File: config.mk
export PLATFORM = sky130hd
export DESIGN_NAME = debounce_bank
export DESIGN_NICKNAME = d
export VERILOG_FILES = /design/src/rtl/debounce_pkg.sv /design/src/rtl/debounce_cell.sv /design/src/rtl/debounce_bank.sv
export SDC_FILE = /design/constraint.sdc
export NUM_CORES = 1
export LEC_CHECK = 0
export BUFFER_PORTS_ARGS = -buffer_cell sky130_fd_sc_hd__buf_4
export CAP_MARGIN = 15
export CORE_AREA = 2 2 137 139
export CTS_CLUSTER_DIAMETER = 80
export DETAILED_ROUTE_END_ITERATION = 6
export DIE_AREA = 0 0 139 141
export GPL_ROUTABILITY_DRIVEN = 0
export HOLD_SLACK_MARGIN = 0.05
export PLACE_DENSITY_LB_ADDON = 0.3
export SLEW_MARGIN = 20
export SYNTH_ARGS = -nofsm -noshare
export SYNTH_HDL_FRONTEND = slang
export SYNTH_SLANG_ARGS = --single-unit
export TNS_END_PERCENT = 5
File: constraint.sdc
create_clock -name clk -period 1.75 [get_ports clk]
set_input_delay 0.2625 -clock clk [delete_from_list [all_inputs] [get_ports clk]]
set_output_delay 0.2625 -clock clk [all_outputs]
set_load 0.005 [all_outputs]
File: src/rtl/debounce_pkg.sv
// Shared constants for the debounce bank.
//   DEFAULT_THRESH : default number of stable sync-stage cycles before a level change
//   DEFAULT_CNT_W  : default stability counter width
//   NUM_CH         : number of debounced channels
package debounce_pkg;

    localparam int unsigned DEFAULT_THRESH = 10000;
    localparam int unsigned DEFAULT_CNT_W  = 16;
    localparam int unsigned NUM_CH         = 8;

endpackage

File: src/rtl/debounce_cell.sv
// Single-channel debouncer: 2-flop synchronizer, stability counter, registered
// level and registered one-cycle rise/fall pulses.
// Ports:
//   clk   : clock
//   rst_n : synchronous active-low reset
//   din   : raw asynchronous input
//   level : debounced level
//   rise  : one-cycle pulse, coincident with the cycle after level goes 0->1
//   fall  : one-cycle pulse, coincident with the cycle after level goes 1->0
module debounce_cell
    import debounce_pkg::*;
#(
    parameter int unsigned THRESH = DEFAULT_THRESH,
    parameter int unsigned CNT_W  = DEFAULT_CNT_W
) (
    input  logic clk,
    input  logic rst_n,
    input  logic din,
    output logic level,
    output logic rise,
    output logic fall
);

    localparam logic [CNT_W-1:0] ThreshM1 = CNT_W'(THRESH - 1);

    logic             s1_q, s1_d;
    logic             s2_q, s2_d;
    logic [CNT_W-1:0] cnt_q, cnt_d;
    logic             level_q, level_d;
    logic             rise_q, rise_d;
    logic             fall_q, fall_d;

    always_comb begin
        s1_d    = din;
        s2_d    = s1_q;
        cnt_d   = cnt_q;
        level_d = level_q;
        if (s2_q == level_q) begin
            // Agreement (or a bounce back) restarts the stability window.
            cnt_d = '0;
        end else if (cnt_q == ThreshM1) begin
            level_d = s2_q;
            cnt_d   = '0;
        end else begin
            cnt_d = cnt_q + CNT_W'(1);
        end
        // Pulses register together with the level update, so they are high
        // for exactly the cycle following it.
        rise_d = level_d & ~level_q;
        fall_d = ~level_d & level_q;
    end

    always_ff @(posedge clk) begin
        if (!rst_n) begin
            s1_q    <= 1'b0;
            s2_q    <= 1'b0;
            cnt_q   <= '0;
            level_q <= 1'b0;
            rise_q  <= 1'b0;
            fall_q  <= 1'b0;
        end else begin
            s1_q    <= s1_d;
            s2_q    <= s2_d;
            cnt_q   <= cnt_d;
            level_q <= level_d;
            rise_q  <= rise_d;
            fall_q  <= fall_d;
        end
    end

    assign level = level_q;
    assign rise  = rise_q;
    assign fall  = fall_q;

endmodule

File: src/rtl/debounce_bank.sv
// Bank of NUM_CH independent debouncers plus a wrapping press counter on channel 0.
// Ports:
//   clk       : clock
//   rst_n     : synchronous active-low reset
//   din       : raw asynchronous pad inputs, one per channel
//   level     : debounced levels
//   rise      : per-channel one-cycle rising-edge pulses
//   fall      : per-channel one-cycle falling-edge pulses
//   press_cnt : count of rise[0] events, wraps at 8 bits
module debounce_bank
    import debounce_pkg::*;
#(
    parameter int unsigned THRESH = DEFAULT_THRESH,
    parameter int unsigned CNT_W  = DEFAULT_CNT_W
) (
    input  logic              clk,
    input  logic              rst_n,
    input  logic [NUM_CH-1:0] din,
    output logic [NUM_CH-1:0] level,
    output logic [NUM_CH-1:0] rise,
    output logic [NUM_CH-1:0] fall,
    output logic [7:0]        press_cnt
);

    logic [7:0] press_cnt_q, press_cnt_d;

    for (genvar i = 0; i < NUM_CH; i++) begin : g_ch
        debounce_cell #(
            .THRESH (THRESH),
            .CNT_W  (CNT_W)
        ) u_cell (
            .clk   (clk),
            .rst_n (rst_n),
            .din   (din[i]),
            .level (level[i]),
            .rise  (rise[i]),
            .fall  (fall[i])
        );
    end

    always_comb begin
        press_cnt_d = press_cnt_q;
        if (rise[0]) begin
            press_cnt_d = press_cnt_q + 8'd1;
        end
    end

    always_ff @(posedge clk) begin
        if (!rst_n) begin
            press_cnt_q <= 8'd0;
        end else begin
            press_cnt_q <= press_cnt_d;
        end
    end

    assign press_cnt = press_cnt_q;

endmodule

After elaboration in Yosys (flattened, before gate mapping)
Cells that the tools add are included.
Storage, ports and cells
  bits in registers: 176
  input bits: 10
  memories: 0
  memory bits (read-only): 0
  latch bits: 0
  word-level logic and storage cells: 131
  RAM bits: 0
Operators by class
  order comparisons: 0
  divide/modulo/power cells: 0
  bitwise operators: 33
  multiplexer cells: 16
  reduce and logical (&&, ||, !) cells: 8
  shift-type cells: 0
  equality and inequality tests: 16
  add/sub/neg operators: 9
  $mul: 0
Operator list (number)
  $add A16 B1 Y16 const B: 8
  $eq A16 B14 Y1 const B: 8
  $reduce_or A3 Y1: 8
  $not A1 Y1: 17
  $and A1 B1 Y1: 16
  $mux W1: 16
  $add A8 B1 Y8 const B: 1
  $eq A1 B1 Y1: 8

Longest topological paths before layout
  depth after elaboration: 5
  depth in mapped cells: 7

Hierarchy
Synthesis repeated with hierarchy kept, for this count alone.
Unflattened totals
  cell total of the unflattened synthesis: 789
  area total of the unflattened synthesis: 7415.9 um2
By module, submodules not included
  debounce_cell: instances 8, area each 882.1 um2, cells each 94
  debounce_bank: instances 1, area each 359.1 um2, cells each 37

Worst setup path before layout
Ideal clock, no wire load.
  path type: register to register
  from: reg g_ch[4].u_cell.cnt_q[4]
  to: reg g_ch[4].u_cell.cnt_q[15]
  arrival: 1839 ps
  clock period less this slack: 1953 ps
  path buffers: 1
  library setup time: 115 ps
  cell stages (with the launch flop): 6
  setup slack: -203 ps
  path through: dfxtp_1 -> or4b_1 -> or4_4 -> o211ai_4 -> buf_4 -> nor2_1
On the way
  cells in the longest elaborated chain, start to end: 2
  elaborated cells on any way between the ends: 3
  those cells by class: add/sub (1); eq/ne (1); reduce/logical (1)
RTL lines
  start: declaration: RTL line debounce_cell.sv:28  | logic [CNT_W-1:0] cnt_q, cnt_d;
  start signal: assignment: RTL line debounce_cell.sv:64  | cnt_q <= cnt_d;
  branches (longest 2 deep; another with $add A16 B1 Y16)
Several ways; the timed one is not identified.
A chain may end at the register's enable or synchronous reset.

Final worst setup path
  from: reg g_ch[3].u_cell.cnt_q[14]
  to: reg g_ch[3].u_cell.cnt_q[3]
On the way
  cells in the longest elaborated chain, start to end: 2
RTL lines
  start: declaration: RTL line debounce_cell.sv:28
  start signal: assignment: RTL line debounce_cell.sv:64
  $eq A16 B14 Y1: RTL line debounce_cell.sv:41  | end else if (cnt_q == ThreshM1) begin
  $reduce_or A3 Y1 (no line)
No other way between the ends.

==> reports/qor.yml <==
pwr-share-comb: 0.016
postSynthAreaPerCell_um2: 9.045
clock_sinks: 176
synthArstFlopShare: 0
hold_path_class: "input port to register"
post_drt_via_cell_ratio: 4.749
arrival_ps: 2220
io_buffers: 41
p_leak_nw: 3.075
setup-tns-final_ps: -9883
grt_max_degree: 19
cts_buffer_depth: 2
swShare: 0.1954
fin_skew_ps: 8.243
slew_headroom: 0.7254
finalCritPeriodShare: 1.094
syn_inst: 822
fin_cells: 1153
layout_common_cells: "dfxtp_1 (172), nor2_1 (169), xnor2_1 (95)"
ys_seq_area_frac: 0.4739
path_clk_slew_ps: 60
dp_hpwl_mm: 8.879
cts_htree_levels: 4
pin_count: 42
crit_required_ps: 2060
cts_setup_buffers: 0
cts-root-buf: "clkbuf_16"
powerDensity_nw_per_um2: 920.3
startpoint_type: "register"
layout_setup_ws_ps: -164.0
layout-drive-gt1-share: 0.1741
sequentialPowerShare: 0.485
path_class: "register to register"
synth_cell_types: 41
violations: "negative setup slack"
grt_pass1_wl_mm: 22.51
synth_xor_area_frac: 0.1449
synth_compound_area_frac: 0.01935
syn_area_um2: 7435
yosys.area.top_type_share: 0.4739
num_rows: 50
final_nets: 925
vias: 5476
grt_pass1_vias: 5027
netSwitchingPower_w: 0.001628
die-area_um2: 19600
synth_nets: 841
synth-simple-area-share: 0.2836
power_frac_clock: 0.499
start_util: 0.4070
antenna_found_initial: 0
drc: 0
area_delta_synth_final_pct: 21.73
synth-seq-cells: 176
min_period_ps: 1914
synth_top_family_by_area: "simple AND/OR/NAND/NOR gates"
die_x_um: 139
detail_route.iter0.violations: 253
synth_fa_ha_area_frac: 0.01515
setup_violations: 76
cp_max_fo: 16
routedWlPerCell_um: 11.19
dp_worst_setup_slack_ps: -165.2
intPower_w: 0.006701
gr-total-overflow: 0
r2r_setup_slack_ps: -160
wirelength_mm: 12.90
antennaDiodeCount: 0
place_inst: 1115
yosys.area.top_type: "dfxtp_1"
clock_latency_ps: 420
yosys_most_used_dff: "dfxtp_1"
final_max_slew_viol_count: 0
synth_warnings: 0
grt_usage: 0.1375
worstMarginPinSlew_ps: 406.1
die_h_um: 141
synth_mux_area_frac: 0.01077
synth_area_leaders: "dfxtp_1 (47%), xnor2_1 (11%), nor2_1 (8.7%)"
synth_edf_count: 0
fmaxAchievable_ghz: 0.5225
rsz0062_at_grt: "yes"
status: "finished with violations"
final_common_cell: "dfxtp_1"
postRouteAntennaNets: 0
cts_made_buffers: 17
core_area_um2: 18270
tritoncts: "built"
endpoint_kind: "register"
max-vdd-ir-drop_v: 0.001002
first_pass_iters: 4
hold_violations: 0
maxCapViolations: 0
## timing repair
item / 4_1_cts / 5_1_grt
gates cloned: 0 / 0
hold buffers: 6 / 0
pin swaps: 2 / 1
endpoints found under the setup margin: 94 / 96
resized for setup: 8 / 7
hold endpoints to repair: 6 / 0
## path summary, 6_finish.rpt
path / startpoint / to / cells after the start
hold reg to reg: g_ch[7].u_cell.s1_q / g_ch[7].u_cell.s2_q / 1
hold / removal: din[5] / g_ch[5].u_cell.s1_q / 2
setup / recovery: g_ch[3].u_cell.cnt_q[14] / g_ch[3].u_cell.cnt_q[3] / 5
setup reg to reg: g_ch[3].u_cell.cnt_q[14] / g_ch[3].u_cell.cnt_q[3] / 5
## logic make-up (layout without fill, tap and decap cells)
kind of cell,Yosys count,after routing
compound gates,13,13
xor+xnor,123,123
fa+ha+maj,9,9
buf+inv,71,168
flops,176,176
mux,8,8
simple gates,422,422
## flip-flops by register name (all words and copies together), names as in the netlist
name / flops
press_cnt: 8
g_ch.u_cell.level: 8
g_ch.u_cell.s1_q: 8
g_ch.u_cell.cnt_q: 128
g_ch.u_cell.fall: 8
g_ch.u_cell.rise: 8
g_ch.u_cell.s2_q: 8
## per-stage QoR
step,hold WS [ps],utilization,total power [W],instance area [um^2]
2_1_floorplan,389.8,-,0.004200,7443
5_1_grt,58.85,0.4954,0.008660,9050
6_report,66.48,0.4954,0.008329,9050
3_3_place_gp,414.0,0.4525,0.004252,8265
3_5_place_dp,420.8,0.4525,0.004254,8265
4_1_cts,50.86,0.4938,0.008470,9020
## area by class of cell
| type | instances | area [um^2] |
|---|---|---|
| clock buffers | 19 | 452.9 |
| well taps | 234 | 292.8 |
| fillers | 1713 | 9218 |
| clock inverters | 13 | 209.0 |
| repair buffers | 105 | 873.3 |
| flip-flops and latches | 176 | 3528 |
| multi-input cells | 575 | 3577 |
| inverters | 31 | 116.4 |
## synth_stat cells (2+ instances only)
master	instances
a21oi_1	2
and2_1	16
and3_1	7
and4_1	3
and4b_1	8
buf_2	2
buf_4	26
buf_6	3
clkbuf_1	8
dfxtp_1	176
ha_1	9
inv_1	31
mux2i_1	8
nand2_1	42
nand2b_1	2
nand3_1	45
nand4_1	33
nor2_1	172
nor2b_1	5
nor3_1	28
nor3b_1	4
nor4_1	30
nor4_2	2
o211ai_4	4
o21ai_0	2
or2_2	4
or3_1	7
or4_1	6
or4_4	4
xnor2_1	95
xor2_1	28
## layer usage
metal,up-vias,wire [um],global-route usage
met2,57,5857,0.2219
met3,11,363,0.03499
met5,-,0,0
met1,2496,6506,0.1778
li1,2912,-,-
met4,0,170,0.05263
## worst max-delay path, cell delays in order (launching register included)
cell and delay [ps]:
dfxtp_2 320, or4_4 520, or4_4 560, o211ai_4 190, buf_12 160, nor2_1 50
## power by group through the flow
stage / Combinational (W) / Clock, W / Sequential [W]
after floorplan: 0.0000712 / 0 / 0.00413
after global placement: 0.000120 / 0 / 0.00413
after detailed placement: 0.000121 / 0 / 0.00413
after CTS: 0.000133 / 0.00430 / 0.00404
after global routing: 0.000145 / 0.00447 / 0.00404
final: 0.000130 / 0.00416 / 0.00404
Power figures use the tool's default switching activity.
